`src/rtl/mips_regfile_if.sv`:
```
// Bus bundle for mips_regfile. The master drives the write strobes, data and read addresses.
// The slave returns read data and status.
interface mips_regfile_if;
    logic [31:0] load;
    logic [31:0] wdata;
    logic [4:0]  raddr1;
    logic [4:0]  raddr2;
    logic [31:0] rdata1;
    logic [31:0] rdata2;
    logic        onehot_err;
    logic [15:0] wr_count;

    modport master (
        output load, wdata, raddr1, raddr2,
        input  rdata1, rdata2, onehot_err, wr_count
    );

    modport slave (
        input  load, wdata, raddr1, raddr2,
        output rdata1, rdata2, onehot_err, wr_count
    );
endinterface

```
`src/rtl/mips_regfile.sv`:
```
// MIPS register file: 31 x 32-bit registers plus a hardwired $zero, two combinational read ports.
// Optional write-to-read forwarding is enabled by defining MIPS_REGFILE_BYPASS_EN.
module mips_regfile (
    input  logic          clk,
    input  logic          rst,
    mips_regfile_if.slave bus
);
    logic [31:0] regs [1:31];
    logic [31:0] view [32];
    logic [31:0] rd1;
    logic [31:0] rd2;
    logic        err_q;
    logic [15:0] cnt_q;
    logic        multi_hot;
    logic        any_write;

    // Clearing the lowest set bit leaves a nonzero value exactly when two or more bits are set.
    assign multi_hot = (bus.load & (bus.load - 32'd1)) != 32'd0;
    assign any_write = |bus.load[31:1];

    always_ff @(posedge clk) begin
        if (rst) begin
            for (int i = 1; i < 32; i++) regs[i] <= 32'd0;
            err_q <= 1'b0;
            cnt_q <= 16'd0;
        end else begin
            for (int i = 1; i < 32; i++) begin
                if (bus.load[i]) regs[i] <= bus.wdata;
            end
            if (multi_hot) err_q <= 1'b1;
            if (any_write) cnt_q <= cnt_q + 16'd1;
        end
    end

    always_comb begin
        view[0] = 32'd0;
        for (int i = 1; i < 32; i++) view[i] = regs[i];
    end

    always_comb begin
        rd1 = view[bus.raddr1];
        rd2 = view[bus.raddr2];
`ifdef MIPS_REGFILE_BYPASS_EN
        if (!rst && bus.raddr1 != 5'd0 && bus.load[bus.raddr1]) rd1 = bus.wdata;
        if (!rst && bus.raddr2 != 5'd0 && bus.load[bus.raddr2]) rd2 = bus.wdata;
`endif
    end

    assign bus.rdata1     = rd1;
    assign bus.rdata2     = rd2;
    assign bus.onehot_err = err_q;
    assign bus.wr_count   = cnt_q;
endmodule

```
`src/flat_wrapper.sv`:
```
// flat-port wrapper written by rule: the top's interface ports become plain ports
module mips_regfile_flat 
  (clk, rst, bus_load, bus_wdata, bus_raddr1, bus_raddr2, bus_rdata1, bus_rdata2, bus_onehot_err, bus_wr_count);
  mips_regfile_if bus_i ();
  input  logic clk;
  input  logic rst;
  input wire logic [$bits(bus_i.load)-1:0] bus_load;
  input wire logic [$bits(bus_i.wdata)-1:0] bus_wdata;
  input wire logic [$bits(bus_i.raddr1)-1:0] bus_raddr1;
  input wire logic [$bits(bus_i.raddr2)-1:0] bus_raddr2;
  output wire logic [$bits(bus_i.rdata1)-1:0] bus_rdata1;
  output wire logic [$bits(bus_i.rdata2)-1:0] bus_rdata2;
  output wire logic [$bits(bus_i.onehot_err)-1:0] bus_onehot_err;
  output wire logic [$bits(bus_i.wr_count)-1:0] bus_wr_count;
  assign bus_i.load = bus_load;
  assign bus_i.wdata = bus_wdata;
  assign bus_i.raddr1 = bus_raddr1;
  assign bus_i.raddr2 = bus_raddr2;
  assign bus_rdata1 = bus_i.rdata1;
  assign bus_rdata2 = bus_i.rdata2;
  assign bus_onehot_err = bus_i.onehot_err;
  assign bus_wr_count = bus_i.wr_count;
  mips_regfile u_core (.clk(clk), .rst(rst), .bus(bus_i));
endmodule
```
`config.mk`:
```
export PLATFORM = sky130hd
export DESIGN_NAME = mips_regfile_flat
export DESIGN_NICKNAME = d
export VERILOG_FILES = /design/src/rtl/mips_regfile_if.sv /design/src/rtl/mips_regfile.sv /design/src/flat_wrapper.sv
export SDC_FILE = /design/constraint.sdc
export NUM_CORES = 2
export LEC_CHECK = 0
export CAP_MARGIN = 10
export CORE_MARGIN = 3
export CORE_UTILIZATION = 55
export DETAILED_ROUTE_END_ITERATION = 10
export PLACE_DENSITY_LB_ADDON = 0.2
export SETUP_SLACK_MARGIN = 0.3
export SYNTH_ARGS = -nofsm -noshare
export SYNTH_HDL_FRONTEND = slang
export SYNTH_SLANG_ARGS = --single-unit
export TNS_END_PERCENT = 5
```
`constraint.sdc`:
```
create_clock -name clk -period 5.24 [get_ports clk]
set_clock_uncertainty 0.15 [all_clocks]
set_input_delay 1.048 -clock clk [delete_from_list [all_inputs] [get_ports clk]]
set_output_delay 1.048 -clock clk [all_outputs]
set_load 0.01 [all_outputs]
```
== Word-level counts from Yosys, hierarchy flattened ==
Memories as Yosys holds them, arrays and structs flattened.
Index checks and enable logic that the tools add are counted.
Word-level totals
  register bits after elaboration: 17
  bits in writable memories: 992
  bits of input ports: 76
  output and inout port bits: 81
  logic and storage cells: 175
  memories kept: 1
Operators by class
  add/sub/neg operators: 2
  $lt $le $gt $ge: 2
  mux-type cells: 132
  bitwise operators: 34
  reductions and logical operators: 2
Memory list
  u_core.regs: depth 31, width 32, read ports 31, clocked after Yosys merged registers in 0, write ports 31, line mips_regfile.sv:8  | logic [31:0] regs [1:31];
Operator list (number)
  2-to-1 mux 32 bit: 35
  binary-select mux 32 bit (select 5 bit): 2
  2-to-1 mux 1 bit: 95
  bitwise AND 32 bit: 1
  nonzero test 32 bit: 1
  subtractor 32 x 1 -> 32 bit (second input constant): 1
  OR 1 bit: 31
  OR reduction 31 bit: 1
  adder 16 x 1 -> 16 bit (second input constant): 1
  >= comparator 6 bit (second input constant): 2
  NOT 5 -> 6 bit: 2

== Logic depth before layout (Yosys ltp) ==
  depth after elaboration: 4
  mapped depth: 8
  depth with buffers taken out: 6

== Worst setup path before layout ==
OpenSTA, ideal clock, no wires.
  kind: in2out
  start point: input bus_raddr2[0]
  end point: output bus_rdata2[0]
  data arrival time: 3271 ps
  data required time: 4042 ps
  setup slack: 771 ps
  stages: 6
  path buffers: 3
  cell sequence: buf_2 > clkbuf_1 > buf_1 > mux4_2 > mux4_2 > mux2_2
Between the ends
  cells in the longest elaborated chain, start to end: 4
Ends and longest elaborated chain
  start: declaration: line flat_wrapper.sv:10  | input wire logic [$bits(bus_i.raddr2)-1:0] bus_raddr2;
  NOT 5 -> 6 bit (not written as such): line mips_regfile.sv:42  | rd2 = view[bus.raddr2];
  binary-select mux 32 bit (select 5 bit): line mips_regfile.sv:42
  2-to-1 mux 32 bit (not written as such) (2 in a row): line mips_regfile.sv:42
  end: declaration: line flat_wrapper.sv:12  | output wire logic [$bits(bus_i.rdata2)-1:0] bus_rdata2;
No other way between the ends. The select of a mux whose other input is x is not followed.

== Worst setup path after layout ==
  start point: input bus_raddr2[0]
  end point: output bus_rdata2[7]
The elaborated chain is that of the path after synthesis.

==> results.toml <==
[cells_and_area]
n_fill_cell = 6906
drive_above_1_share_pct = 31.2
final_cell_mix = "and2_1 (992), edfxtp_1 (992), mux4_2 (576), clkdlybuf4s50_1 (145), mux2_2 (128)"
finalNetCount = 3449
synthToLayoutAreaGrowth_pct = 12.8
finalNonFillerCells = 4735

[sta]
rsz0062_at_grt = "yes"
fin_tns_setup_ps = 0
tightest_slew_ps = 1350
period_needed_ps = 4970
setup-violations-final = 0
fmax_ghz = 0.201
max-slew-margin-rel_pct = 9.85
drv_slew = 0
hold_viol = 0
post-route-period-util_pct = 94.9
whs_ps = 359

[grt]
antenna_found_initial = 12
grt_use_total_pct = 33.3
grt_pass1_wl_um = 241000
grt_overflow = 0
grt_pass1_vias = 34500
grt_max_degree = 90

[critical_path]
crit_chain = "buf_8 > nor2b_4 > buf_4 > a22o_1 > mux4_2 > mux2_2 > clkdlybuf4s50_1"
slowest_delay_ps = 900
crit_type = "in2out"
slowest_stage = "nor2b_4"
endpoint_kind = "output port"
crit_fanout = 26
cp.required_ps = 4040
cp.arrival_ps = 3770
startpoint_type = "input port"

[die]
core_area_mm2 = 0.0969
io_pins = 157
die_w_um = 319
initial_core_util_pct = 55.6
rows = 114
dieArea_mm2 = 0.102
fp.dieH_um = 319

[synth]
yosys.area.top_type_share_pct = 55.3
synth_cells = 3315
synth-seq-cells = 1009
synth_area_mm2 = 0.0539
async_reset_ff_share_pct = 0
synth_cell_types = 48
syn-num-nets = 3392
syn_avg_cell_area_um2 = 16.3
ys_top_cells_by_area = "edfxtp_1 (55%), mux4_2 (24%), and2_1 (12%), mux2_2 (2.7%), clkbuf_1 (2.0%)"
synth-main-ff-cell = "edfxtp_1"
synth-edff-count = 992
yosys.area.top_type = "edfxtp_1"
ys_seq_area_share_pct = 55.9
synth_warnings = 0

[clock_tree]
post_cts_buffers = 0
htree_levels = 3
hold_buffers = 0
clockBufferDepth = 3
cts_tree = "done"
numCtsBuffers = 107
clkTransAtPathRegs_ps = 50
clkLatencyLatePin_ps = 680
clock-sinks = 1009
root_buffer = "clkbuf_16"

[pwr]
p_leak_nw = 21.8
finalPower_mw = 20.5
power_density_mw_per_mm2 = 337
vdd_drop_max_mv = 0.254

[place]
io_buffers = 156
gp_congestion = 0.893
dp_cells = 4539
dp_hpwl_um = 103000

[route]
ant_nets = 0
routed_via_density = 7.00
wl_um = 169000
drtIter0Drc = 5256
vias = 33200
drc = 0
first_pass_iters = 5
post_drt_wl_per_cell_um = 35.6

[min_path]
holdCritPathClass = "reg2reg"

[status]
outcome = "finished clean"

[run]
cap_violations = 0
-- worst paths after layout --
check                                        from                              endpoint  slack (ps)  cells after the start
min          u_core.bus.wr_count[10]$_SDFFE_PP0P_  u_core.bus.wr_count[10]$_SDFFE_PP0P_         360                      2
max                                 bus_raddr2[0]                         bus_rdata2[7]         270                      7
max reg2reg   u_core.bus.wr_count[3]$_SDFFE_PP0P_  u_core.bus.wr_count[13]$_SDFFE_PP0P_        3200                      6
min reg2reg  u_core.bus.wr_count[10]$_SDFFE_PP0P_  u_core.bus.wr_count[10]$_SDFFE_PP0P_         360                      2
-- synthesized netlist by cell type (3+ instances only) --
cell type,instances
buf_2,12
nor3_1,8
or3_1,9
o31ai_1,3
o21ai_0,8
nor2b_1,33
mux4_2,576
edfxtp_1,992
or4_1,5
xnor2_1,9
and2_1,992
nor4_1,5
a21oi_1,9
nor2_1,16
a22o_1,63
a211oi_1,4
inv_1,4
dfxtp_1,17
nand2_1,5
or2_2,35
nand3_1,4
clkbuf_1,290
buf_1,55
nor4b_1,3
mux2_2,128
-- routing by layer --
metal	wire (µm)	up-vias	track usage [%]	part of all wire, %
li1	-	13000	-	-
met1	60400	17200	44.9	36
met2	80200	2449	52.5	48
met3	19400	452	7.39	12
met4	8620	6	15.4	5.1
met5	42	-	0	0.025
-- state kept, by name, indices dropped and copies added (netlist names) --
signal,flops
u_core.bus.onehot_err,1
u_core.bus.wr_count,16
u_core.regs,992
-- power breakdown --
group | internal (mW) | switching [mW]
clock network | 4.28 | 3.16
registers | 9.58 | 0.322
logic | 1.54 | 1.62
-- what timing repair did --
| item | CTS | global route |
|---|---|---|
| endpoints found under the hold margin | 0 | 0 |
| setup endpoints to repair | 3 | 16 |
| gates resized for setup | 1 | 1 |
| pin swaps | 0 | 0 |
-- layout make-up --
class / count / area (µm²) / share of cell area [%]
Antenna cell: 5 / 12.5 / 0.0206
Clock buffer: 139 / 2880 / 4.74
Clock inverter: 52 / 472 / 0.776
Inverter: 4 / 15.0 / 0.0247
Multi-Input combinational cell: 1945 / 22600 / 37.2
Sequential cell: 1009 / 30100 / 49.6
Tap cell: 1276 / 1600 / 2.63
Timing Repair Buffer: 305 / 3070 / 5.06
-- per-stage QoR --
step	area [µm²]	util [%]	setup WS, ps
after global placement	57400	59.3	277
final	60800	62.8	268
after floorplan	53900	-	771
after CTS	60800	62.7	311
after detailed placement	57400	59.3	265
after global routing	60800	62.8	255
-- kinds of logic (layout without fill, tap and decap cells) --
family          Yosys count  after routing  synth area share [%]
buf+inv                 361            500                  2.54
mux                     705            705                  26.8
compound gates          101            101                  1.53
flops                  1009           1009                  55.9
xor+xnor                 10             10                 0.163
fa+ha+maj                 3              3                0.0604
simple gates           1126           1126                  13.0
other cells               0              5                     0
-- critical path: cells and delay by family --
kind,cells,cell delay (ps)
buffers and inverters,3,1110
AND/OR/NAND/NOR,1,900
multiplexers,2,520
AO/OA/AOI/OAI,1,190
No activity file was read; power rests on OpenSTA's default activity.
